$ cat src/rtl/buscador_binario_if.sv
// ============================================================================
// Module      : buscador_binario_if
// Description : Handshake and comparator bundle for the binary-search
//               controller (start, comparator flags, guess and status).
// Revision    : 1.0
// ============================================================================
`default_nettype none

interface buscador_binario_if #(
  parameter int N  = 4,
  parameter int PW = $clog2(N + 2)
) ();
  logic          inicio;
  logic          igual;
  logic          menor;
  logic          mayor;
  logic [N-1:0]  intento;
  logic          valido;
  logic          listo;
  logic          error;
  logic [N-1:0]  resultado;
  logic [PW-1:0] pasos;

  // The controller sits on the slave side; the comparator/host on the master side.
  modport slave (
    input  inicio, igual, menor, mayor,
    output intento, valido, listo, error, resultado, pasos
  );

  modport master (
    output inicio, igual, menor, mayor,
    input  intento, valido, listo, error, resultado, pasos
  );
endinterface

`default_nettype wire

$ cat src/rtl/buscador_binario.sv
// ============================================================================
// Module      : buscador_binario
// Description : Sequential binary-search controller that drives a magnitude
//               comparator operand and converges on the hidden value.
// Revision    : 1.0
// ============================================================================
`default_nettype none

module buscador_binario #(
  parameter int N  = 4,
  parameter int PW = $clog2(N + 2)
) (
  input  logic              clk,
  input  logic              rst_n,
  buscador_binario_if.slave io_bus
);

  typedef enum logic [1:0] {
    OCIOSO  = 2'd0,
    EVALUAR = 2'd1,
    HECHO   = 2'd2,
    ERROR   = 2'd3
  } estado_t;

  localparam logic [N:0]   c_HI_INI      = {1'b0, {N{1'b1}}};
  localparam logic [N-1:0] c_INTENTO_INI = {1'b0, {(N-1){1'b1}}};

  estado_t       r_estado,    w_estado;
  logic [N:0]    r_lo,        w_lo;
  logic [N:0]    r_hi,        w_hi;
  logic [N-1:0]  r_intento,   w_intento;
  logic          r_valido,    w_valido;
  logic          r_listo,     w_listo;
  logic          r_error,     w_error;
  logic [N-1:0]  r_resultado, w_resultado;
  logic [PW-1:0] r_pasos,     w_pasos;

  logic [2:0]    w_flags;
  logic [N:0]    w_lo_sig;
  logic [N:0]    w_hi_sig;
  logic          w_arranque;

  // Bounds carry one extra bit so guess+1 / guess-1 never wrap.
  assign w_flags    = {io_bus.igual, io_bus.menor, io_bus.mayor};
  assign w_lo_sig   = {1'b0, r_intento} + {{N{1'b0}}, 1'b1};
  assign w_hi_sig   = {1'b0, r_intento} - {{N{1'b0}}, 1'b1};
  assign w_arranque = io_bus.inicio && (r_estado != EVALUAR);

  always_ff @(posedge clk or negedge rst_n) begin
    if (!rst_n) begin
      r_estado    <= OCIOSO;
      r_lo        <= '0;
      r_hi        <= c_HI_INI;
      r_intento   <= '0;
      r_valido    <= 1'b0;
      r_listo     <= 1'b0;
      r_error     <= 1'b0;
      r_resultado <= '0;
      r_pasos     <= '0;
    end else begin
      r_estado    <= w_estado;
      r_lo        <= w_lo;
      r_hi        <= w_hi;
      r_intento   <= w_intento;
      r_valido    <= w_valido;
      r_listo     <= w_listo;
      r_error     <= w_error;
      r_resultado <= w_resultado;
      r_pasos     <= w_pasos;
    end
  end

  always_comb begin
    w_estado    = r_estado;
    w_lo        = r_lo;
    w_hi        = r_hi;
    w_intento   = r_intento;
    w_valido    = r_valido;
    w_listo     = r_listo;
    w_error     = r_error;
    w_resultado = r_resultado;
    w_pasos     = r_pasos;

    case (r_estado)
      EVALUAR: begin
        w_pasos = r_pasos + {{(PW-1){1'b0}}, 1'b1};
        if (!$onehot(w_flags)) begin
          w_estado = ERROR;
          w_error  = 1'b1;
          w_valido = 1'b0;
        end else if (io_bus.igual) begin
          w_estado    = HECHO;
          w_resultado = r_intento;
          w_listo     = 1'b1;
          w_valido    = 1'b0;
        end else if (io_bus.mayor) begin
          if (w_lo_sig > r_hi) begin
            w_estado = ERROR;
            w_error  = 1'b1;
            w_valido = 1'b0;
          end else begin
            w_lo      = w_lo_sig;
            w_intento = N'((w_lo_sig + r_hi) >> 1);
          end
        end else begin
          // Guess 0 underflows to -1 here, which the signed compare rejects.
          if ($signed(w_hi_sig) < $signed(r_lo)) begin
            w_estado = ERROR;
            w_error  = 1'b1;
            w_valido = 1'b0;
          end else begin
            w_hi      = w_hi_sig;
            w_intento = N'((r_lo + w_hi_sig) >> 1);
          end
        end
      end
      default: begin
        if (w_arranque) begin
          w_estado  = EVALUAR;
          w_lo      = '0;
          w_hi      = c_HI_INI;
          w_intento = c_INTENTO_INI;
          w_pasos   = '0;
          w_valido  = 1'b1;
          w_listo   = 1'b0;
          w_error   = 1'b0;
        end
      end
    endcase
  end

  assign io_bus.intento   = r_intento;
  assign io_bus.valido    = r_valido;
  assign io_bus.listo     = r_listo;
  assign io_bus.error     = r_error;
  assign io_bus.resultado = r_resultado;
  assign io_bus.pasos     = r_pasos;

endmodule

`default_nettype wire

$ cat src/flat_wrapper.sv
// flat-port wrapper written by rule: the top's interface ports become plain ports
module buscador_binario_flat 
#(
  parameter int N  = 4,
  parameter int PW = $clog2(N + 2)
)
  (clk, rst_n, io_bus_inicio, io_bus_igual, io_bus_menor, io_bus_mayor, io_bus_intento, io_bus_valido, io_bus_listo, io_bus_error, io_bus_resultado, io_bus_pasos);
  buscador_binario_if #(.N(N), .PW(PW)) io_bus_i ();
  input  logic clk;
  input  logic rst_n;
  input wire logic [$bits(io_bus_i.inicio)-1:0] io_bus_inicio;
  input wire logic [$bits(io_bus_i.igual)-1:0] io_bus_igual;
  input wire logic [$bits(io_bus_i.menor)-1:0] io_bus_menor;
  input wire logic [$bits(io_bus_i.mayor)-1:0] io_bus_mayor;
  output wire logic [$bits(io_bus_i.intento)-1:0] io_bus_intento;
  output wire logic [$bits(io_bus_i.valido)-1:0] io_bus_valido;
  output wire logic [$bits(io_bus_i.listo)-1:0] io_bus_listo;
  output wire logic [$bits(io_bus_i.error)-1:0] io_bus_error;
  output wire logic [$bits(io_bus_i.resultado)-1:0] io_bus_resultado;
  output wire logic [$bits(io_bus_i.pasos)-1:0] io_bus_pasos;
  assign io_bus_i.inicio = io_bus_inicio;
  assign io_bus_i.igual = io_bus_igual;
  assign io_bus_i.menor = io_bus_menor;
  assign io_bus_i.mayor = io_bus_mayor;
  assign io_bus_intento = io_bus_i.intento;
  assign io_bus_valido = io_bus_i.valido;
  assign io_bus_listo = io_bus_i.listo;
  assign io_bus_error = io_bus_i.error;
  assign io_bus_resultado = io_bus_i.resultado;
  assign io_bus_pasos = io_bus_i.pasos;
  buscador_binario #(.N(N), .PW(PW)) u_core (.clk(clk), .rst_n(rst_n), .io_bus(io_bus_i));
endmodule
$ cat config.mk
export PLATFORM = sky130hd
export DESIGN_NAME = buscador_binario_flat
export DESIGN_NICKNAME = d
export VERILOG_FILES = /design/src/rtl/buscador_binario_if.sv /design/src/rtl/buscador_binario.sv /design/src/flat_wrapper.sv
export SDC_FILE = /design/constraint.sdc
export NUM_CORES = 1
export LEC_CHECK = 0
export CORE_ASPECT_RATIO = 1.75
export CORE_MARGIN = 4
export CORE_UTILIZATION = 53
export CTS_BUF_LIST = sky130_fd_sc_hd__clkbuf_8
export DETAILED_ROUTE_END_ITERATION = 7
export PLACE_DENSITY = 0.79
export SYNTH_ARGS = -nofsm -noshare
export SYNTH_HDL_FRONTEND = slang
export SYNTH_SLANG_ARGS = --single-unit
$ cat constraint.sdc
create_clock -name clk -period 2.87 [get_ports clk]
set_clock_uncertainty 0.2 [all_clocks]
set_input_delay 0.574 -clock clk [delete_from_list [all_inputs] [get_ports clk]]
set_output_delay 0.574 -clock clk [all_outputs]
set_load 0.02 [all_outputs]
**Word level (Yosys, flattened, before mapping)**

Cells that the tools add are included.
W data, S select, Z words.

- Register bits: 26
- Bits of input ports: 6
- Output and inout port bits: 14
- Word-level logic and storage cells: 89

- Add/subtract/negate cells: 7
- $lt $le $gt $ge: 2
- Eq/ne operators: 17
- Muxes and demuxes: 45
- Reduce and logical (&&, ||, !) cells: 9

Operators with widths:

| cell | count |
|---|---|
| $mux W5 | 12 |
| $mux W4 | 7 |
| $mux W1 | 17 |
| $reduce_and A5 Y1 | 3 |
| $mux W2 | 7 |
| $ne A2 B2 Y1 const B | 6 |
| $add A5 B5 Y5 | 2 |
| $ne A5 B5 Y1 const B | 2 |
| $ne A3 B3 Y1 const B | 3 |
| $reduce_and A3 Y1 | 3 |
| $ne A4 B4 Y1 const B | 2 |
| $mux W3 | 2 |
| $add A4 B1 Y5 const B | 1 |
| $gt A5 B5 Y1 | 1 |
| $lt A5 B5 Y1 | 1 |
| $sub A4 B1 Y5 const B | 1 |
| $eq A2 B1 Y1 const B | 2 |
| $ne A2 B1 Y1 const B | 2 |
| $reduce_and A4 Y1 | 1 |
| $add A3 B1 Y3 const B | 1 |
| $add A1 B1 Y2 | 1 |
| $add A2 B1 Y2 | 1 |
| $reduce_bool A2 Y1 | 1 |
| $logic_and A1 B1 Y1 | 1 |

**Longest topological paths before layout**

Gate-level depths: netlist of run 1.

- Depth in word-level cells: 7
- Depth in mapped cells: 10
- Mapped depth without buffers: 9

**Worst setup path after synthesis of run 1**

OpenSTA, ideal clock, no wires.

- Kind: register to register
- From: reg u_core.r_intento[0], in the netlist u_core.io_bus.intento[0]
- To: reg u_core.r_intento[2], in the netlist u_core.io_bus.intento[2]
- Setup time: 0.125 ns
- Arrival time: 2.798 ns
- Data required time: 2.545 ns
- Slack: -0.252 ns
- Stages on the path, launching flop included: 9
- Buffers on the path: 0
- Clock period less this slack: 3.122 ns
- Cell sequence: dfrtp_1 inv_1 ha_1 ha_1 nor2b_1 o21bai_1 a31oi_1 a222oi_1 mux2_2

- Cells in the longest elaborated chain, start to end: 7
- Elaborated cells between the ends (all ways): 15
- Classes of those cells: 4 x add/sub; 2 x order compare; 2 x eq/ne; 6 x mux; 1 x reduce/logical

Ends and longest elaborated chain:

| item | line | source |
|---|---|---|
| from (decl) | buscador_binario.sv:31 | `logic [N-1:0] r_intento, w_intento;` |
| from (signal assigned) | buscador_binario.sv:64 | `r_intento <= w_intento;` |
| $sub A4 B1 Y5 or $add A4 B1 Y5 (tied branches) | buscador_binario.sv:46, buscador_binario.sv:45 |  |
| $add A5 B5 Y5, on equally long branches | buscador_binario.sv:113, buscador_binario.sv:103 |  |
| $mux W4, on equally long branches | buscador_binario.sv:107, buscador_binario.sv:97 |  |
| $mux W4 | buscador_binario.sv:96 | `end else if (io_bus.mayor) begin` |
| $mux W4 | buscador_binario.sv:91 | `end else if (io_bus.igual) begin` |
| $mux W4 | buscador_binario.sv:87 | `if (!$onehot(w_flags)) begin` |
| $mux W4 | buscador_binario.sv:84 | `case (r_estado)` |

Several ways; a longest one is shown, not always the timed one. The select of a mux whose other input is x is not followed.
A chain may end at the register's enable or synchronous reset.

**Worst setup path after layout of run 1**

Ends and elaborated chain as after synthesis.

==> flow_summary.toml, run 1 <==
[synthesis]
post-synth-top-area-cell = "dfrtp_1"
seq_area_frac_synth_pct = 34.2
syn_nets = 229
ys.flop_type = "dfrtp_1"
synthArstFlopShare_pct = 100
synthCells = 197
synth_cell_type_count = 45
avgSynthCellArea_um2 = 9.74
synth_area_leaders = "dfrtp_1 29%, ha_1 15%, dfstp_2 5.5%, mux2_2 5.3%, mux2i_1 4.2%"
synthTopCellsByCount = "23 x ha_1, 22 x dfrtp_1, 18 x nand2_1, 18 x nor2_1, 16 x inv_1"
netlist_area_um2 = 1920
ys_ff_latch = 26
synth_edf_count = 0
synth.most_common_cell = "ha_1"
synth_top_area_share_pct = 28.7
yosysWarningCount = 0

[die]
start_util_pct = 55.9
ios = 20
dieArea_um2 = 4680
std_cell_rows = 28
die_x_um = 53.5
die_y_um = 87.6
core-area_um2 = 3430

[place]
gp_congestion = 0.895
dpl_cell_area_um2 = 2430
placedCellCount = 289
portBuffers = 19
hpwlAfterDp_mm = 3.91

[worst_setup_path]
startpoint = "u_core.io_bus.intento[0]"
cp.required_ns = 2.85
crit_top_cell = "buf_4"
r2r_slack_ns = -0.01
critPathSlowestCell = "dfrtp_2"
path_cells = "buf_4 > nor3_2 > xor2_1 > ha_1 > nor3b_4 > nor2b_2 > a31oi_2 > buf_4 > a222oi_1 > buf_4 > mux2_4"
cp.arrival_ns = 2.86
slowest_delay_ns = 0.45
reg2regPathDepth = 11
end_kind = "register"
cpLargestDelayFamily = "buffers and inverters"
start_kind = "register"
r2r_end = "u_core.io_bus.intento[2]"
path_max_fanout = 4
timing_worst_setup_path_type = "reg2reg"
worst-path-buf-inv = 3
regToRegStartpoint = "u_core.io_bus.intento[0]"

[finish]
nNetsFinal = 290
fin_cells = 302
stdcell_area_um2 = 2710
n_antenna_cell = 0
drive_above_1_share_pct = 35.8
areaGrowthSynthToFinish_pct = 41.2

[hold_path]
hold_class = "reg2reg"
holdCritStartpoint = "u_core.io_bus.resultado[1]"
hold-path-cell-count = 2
holdPathEnd = "u_core.io_bus.resultado[1]"

[sta]
maxSlewHeadroom_pct = 71.5
setup_violations = 2
layout_min_cycle_time_ns = 2.88
worst_pin_slew_ns = 0.427
fmax_mhz = 347
hold_viol = 0
drv_slew = 0
worst_slack_ns = -0.0134
finalCritPeriodShare_pct = 100
rsz0062_at_grt = "yes"

[pwr]
p_leak_nw = 1.23
p_total_mw = 2.76
p_seq_share_pct = 21.5
combPwrFrac_pct = 67.1
ir_drop_mv = 0.754
intPower_mw = 1.60
swShare_pct = 42.1
p_switching_mw = 1.16
powerDensity_nw_per_um2 = 1020
clock_power_share_pct = 11.4

[job]
maxCapViolations = 0

[clock_network]
cts_buffer_depth = 2
cts_made_buffers = 3
clock_sinks = 26
worstSkewPairLatency_ns = 0.28
clkTransAtPathRegs_ns = 0.09
ctsHoldBuffers = 0
clock_tree.root_cell = "clkbuf_8"
cts_tree = "done"
htree_levels = 1

[grt]
gr-total-overflow = 0
grt_pass1_wl_mm = 8.82
grt_usage_pct = 25.6
grt_pass1_vias = 1896
grt_max_degree = 27
antenna_found_initial = 0

[drt]
wl_per_cell_um = 20.2
vias = 1782
drc_errors = 0
drt-initial-drc-count = 57
wl_mm = 6.09
wl_met1_mm = 2.23
top_layer_used = "met4"
met3_length_um = 226
drt_pass1_iterations = 4
via_per_inst = 5.90
ant_nets = 0
met2_length_mm = 3.15

[run_status]
violations = "setup timing"
outcome = "complete, but fails checks"
-- worst max path at each step --
stage	endpoint	slack (ns)	cells past startpoint
floorplan	u_core.io_bus.intento[2]	-0.05	6
global placement	u_core.io_bus.intento[2]	-0.33	8
detailed placement	u_core.io_bus.intento[2]	-0.41	8
CTS	u_core.io_bus.intento[2]	0.02	11
global route	u_core.io_bus.intento[2]	-0.09	11
finish	u_core.io_bus.intento[2]	-0.01	11
-- layer usage --
metal | vias to the layer above | GRT usage, %
met2 | 65 | 43.4
met4 | 0 | 21.2
met3 | 42 | 3.24
met5 | - | 0
li1 | 794 | -
met1 | 881 | 27.0
-- state kept, by name, indices dropped and copies added, names as in the netlist --
signal and cells:
u_core.io_bus.error 1, u_core.io_bus.pasos 3, u_core.io_bus.listo 1, u_core.io_bus.intento 4, u_core.r_lo 5, u_core.io_bus.valido 1, u_core.r_estado 2, u_core.r_hi 5
u_core.io_bus.resultado 4
-- layout by cell type (no fill, tap or decap), types with 2 or more instances in the layout --
| master | count |
|---|---|
| ha_4 | 5 |
| nor2b_1 | 8 |
| fa_1 | 3 |
| a311oi_1 | 2 |
| nor3b_4 | 2 |
| nand2b_1 | 5 |
| nand3_1 | 2 |
| dlygate4sd2_1 | 3 |
| and2_1 | 2 |
| clkdlybuf4s50_1 | 16 |
| mux2_4 | 2 |
| nor3_2 | 2 |
| nor2_1 | 18 |
| buf_4 | 41 |
| xor2_1 | 2 |
| a21oi_1 | 6 |
| mux2_2 | 7 |
| nand2b_4 | 2 |
| dfrtp_1 | 19 |
| clkbuf_8 | 3 |
| xor2_2 | 2 |
| mux2_1 | 3 |
| ha_1 | 17 |
| a221oi_1 | 2 |
| mux2i_1 | 8 |
| o21ai_0 | 5 |
| inv_1 | 11 |
| nand2_1 | 18 |
| inv_2 | 5 |
| dfstp_2 | 4 |
| a31oi_2 | 2 |
| dfrtp_2 | 3 |
-- repair_timing --
item	4_1_cts	5_1_grt
gates resized for setup	12	18
setup buffers	1	8
pin swaps	2	8
endpoints found under the setup margin	13	15
-- power groups by stage --
stage	combinational [mW]	clock [mW]	sequential, mW
3_3_place_gp	1.50	0	0.582
3_5_place_dp	1.54	0	0.592
5_1_grt	1.97	0.329	0.605
6_report	1.85	0.314	0.593
2_1_floorplan	0.822	0	0.667
4_1_cts	1.59	0.311	0.593
-- cell type report --
type / count / area (um^2)
Fill cell: 218 / 724
Timing Repair Buffer: 61 / 505
Inverter: 16 / 60.1
Multi-Input combinational cell: 150 / 1360
Tap cell: 45 / 56.3
Clock buffer: 3 / 41.3
Sequential cell: 26 / 659
Clock inverter: 1 / 30.0
-- per-stage QoR --
stage | TNS (ns) | util, % | hold WS [ns] | worst slack (ns)
floorplan | -0.0966 | - | 0.0784 | -0.0490
global placement | -4.03 | 70.7 | 0.261 | -0.329
detailed placement | -5.26 | 70.7 | 0.278 | -0.408
CTS | 0 | 73.8 | 0.300 | 0.0220
global route | -0.527 | 78.9 | 0.347 | -0.0931
finish | -0.0208 | 78.9 | 0.295 | -0.0134
-- worst reg2reg max path: stages, from the launching register on --
cell	delay, ns
dfrtp_2	0.45
buf_4	0.17
nor3_2	0.14
xor2_1	0.31
ha_1	0.26
nor3b_4	0.07
nor2b_2	0.14
a31oi_2	0.08
buf_4	0.17
a222oi_1	0.27
buf_4	0.21
mux2_4	0.30
-- kinds of logic (layout without fill, tap and decap cells) --
group | Yosys count | count (layout) | share of synthesized area, %
AOI/OAI and AO/OA | 29 | 29 | 10.3
xor gates and xnor gates | 6 | 6 | 2.74
muxes | 20 | 20 | 11.2
adders and majority gates | 26 | 26 | 18.1
buffers and inverters | 21 | 81 | 4.17
and+or+nand+nor | 69 | 69 | 19.2
DFF | 26 | 26 | 34.2
Power figures use the tool's default switching activity.
==> run 2, diff against run 1 <==
--- a/config.mk
+++ b/config.mk
@@ -9,8 +9,11 @@
 export CORE_MARGIN = 4
 export CORE_UTILIZATION = 53
 export CTS_BUF_LIST = sky130_fd_sc_hd__clkbuf_8
+export CTS_CLUSTER_SIZE = 14
 export DETAILED_ROUTE_END_ITERATION = 7
 export PLACE_DENSITY = 0.79
+export REMOVE_ABC_BUFFERS = 1
+export SLEW_MARGIN = 15
 export SYNTH_ARGS = -nofsm -noshare
 export SYNTH_HDL_FRONTEND = slang
 export SYNTH_SLANG_ARGS = --single-unit
==> run 2 against run 1 <==
The run now ends clean. Utilization down 1.8 points. First-iteration DRC count rose by 23%. Flip-flop and latch count stayed put. Hold slack gained 0.0018 ns. Critical path type unchanged. Cell count stayed put. Maximum frequency grew 2.1%. Sequential share of layout area up 0.47 points. Total power decreased by 5.1%. Clock power is 21% lower. Register-to-register slack improved by 0.06 ns. Clock-buffer cell count rose by 1. Die area is the same.
==> flow_summary.toml, run 2 (synthesis results as in run 1) <==
[run_status]
outcome = "finished clean"

[finish]
n_antenna_cell = 0
stdcell_area_um2 = 2650
nNetsFinal = 290
multi_input_area_um2 = 1310
final_common_cell = "buf_4"
layout_common_cells = "40 x buf_4, 21 x dfrtp_1, 19 x ha_1"
fin_util_pct = 77.1
seq_area_um2 = 657
drive_above_1_share_pct = 32.7
reg_top3 = "u_core.r_hi (5), u_core.r_lo (5)"
fillers = 229
areaGrowthSynthToFinish_pct = 38.0
fin_cells = 302

[pwr]
p_leak_nw = 1.24
swShare_pct = 43.0
intPower_mw = 1.49
p_seq_share_pct = 22.3
clock_power_share_pct = 9.5
ir_drop_mv = 0.704
combPwrFrac_pct = 68.1
p_switching_mw = 1.12
powerDensity_nw_per_um2 = 989

[worst_setup_path]
timing_worst_setup_path_type = "reg2reg"
cp.arrival_ns = 2.82
cp.required_ns = 2.86
startpoint = "u_core.io_bus.intento[2]"
regToRegStartpoint = "u_core.io_bus.intento[2]"
end_kind = "register"
start_kind = "register"
path_max_fanout = 7

[grt]
grt_max_degree = 16
grt_pass1_wl_mm = 8.76
grt_use_met3_pct = 2.39
met2_usage_pct = 46.7
grtUsageMet1_pct = 25.6
gr-total-overflow = 0
grt_pass1_vias = 1911
antenna_found_initial = 0
busiest_layer = "met2"
grt_usage_pct = 25.9

[hold_path]
holdCritStartpoint = "u_core.io_bus.resultado[0]"
hold_class = "reg2reg"

[die]
start_util_pct = 55.9
core-area_um2 = 3430
die_y_um = 87.6
die_x_um = 53.5
std_cell_rows = 28
dieArea_um2 = 4680
ios = 20

[drt]
drt-initial-drc-count = 70
via_per_inst = 5.76
drc_errors = 0
drt_pass1_iterations = 4
wl_per_cell_um = 18.7
wl_mm = 5.64
vias = 1740
ant_nets = 0

[place]
dpl_cell_area_um2 = 2410
gp_congestion = 0.937
hpwlAfterDp_mm = 3.80
placedCellCount = 291
portBuffers = 19

[job]
maxCapViolations = 0

[sta]
rsz0062_at_grt = "yes"
hold_viol = 0
finalCritPeriodShare_pct = 98.4
fmax_mhz = 354
maxSlewHeadroom_pct = 59.6
drv_slew = 0
worst_pin_slew_ns = 0.605
layout_min_cycle_time_ns = 2.82
setup_violations = 0

[clock_network]
clock_tree.root_cell = "clkbuf_8"
htree_levels = 1
clkTransAtPathRegs_ns = 0.09
cts_made_buffers = 3
clock_sinks = 26
ctsHoldBuffers = 0
cts_buffer_depth = 2
cts_tree = "done"
worstSkewPairLatency_ns = 0.28
run 2: cell count changes in the layout (fill, tap and decap cells not counted), moves of 2 or more:
cell / delta
ha_4: -2
dfrtp_1: +2
ha_1: +2
dfrtp_2: -2
run 2: layer usage:
layer / share of wire (%) / up-vias
li1: - / 797
met1: 34 / 848
met2: 54 / 67
met3: 5.3 / 28
met4: 6.3 / 0
met5: 0 / -
run 2: timing repair:
action,CTS,global route
setup buffers,2,5
resized for setup,17,15
setup endpoints to repair,12,15
pin swaps,4,5
run 2: worst max-delay path, stage by stage (launching register included):
cell      delay [ns]
dfrtp_2         0.52
nand3_1         0.14
xnor2_1         0.30
ha_1            0.32
buf_4           0.16
nand3_1         0.12
a31oi_2         0.13
a222oi_1        0.30
buf_4           0.20
buf_4           0.12
mux2i_1         0.23
run 2: metrics by stage:
stage | hold WS (ns) | TNS (ns) | worst slack [ns] | total power [mW]
after global routing | 0.326 | -0.168 | -0.0625 | 2.79
final | 0.297 | 0 | 0.0451 | 2.62
after CTS | 0.301 | 0 | 0.00457 | 2.47
after floorplan | 0.0784 | -1.33 | -0.252 | 1.45
after global placement | 0.259 | -2.48 | -0.380 | 2.10
after detailed placement | 0.280 | -3.45 | -0.454 | 2.14
run 2: layout make-up:
type | count | share of cell area [%]
Clock buffer | 4 | 2.08
Tap cell | 45 | 2.13
Timing Repair Buffer | 61 | 19.2
Sequential cell | 26 | 24.8
Multi-Input combinational cell | 150 | 49.5
Inverter | 16 | 2.27
run 2: path summary, 6_finish.rpt:
kind	end	slack, ns	cells past startpoint
max in group asynchronous	u_core.io_bus.intento[2]	1.35	2
setup reg to reg	u_core.io_bus.intento[1]	0.05	10
hold reg to reg	u_core.io_bus.resultado[0]	0.30	2
min in group asynchronous	u_core.io_bus.pasos[0]	0.47	1
hold / removal	u_core.io_bus.resultado[0]	0.30	2
setup / recovery	u_core.io_bus.intento[1]	0.05	10
run 2: power groups by stage:
stage	Clock, mW	Combinational [mW]	Sequential (mW)
after detailed placement	0	1.57	0.572
after CTS	0.246	1.65	0.569
after global placement	0	1.53	0.566
after global routing	0.259	1.93	0.602
after floorplan	0	0.774	0.671
final	0.249	1.78	0.585
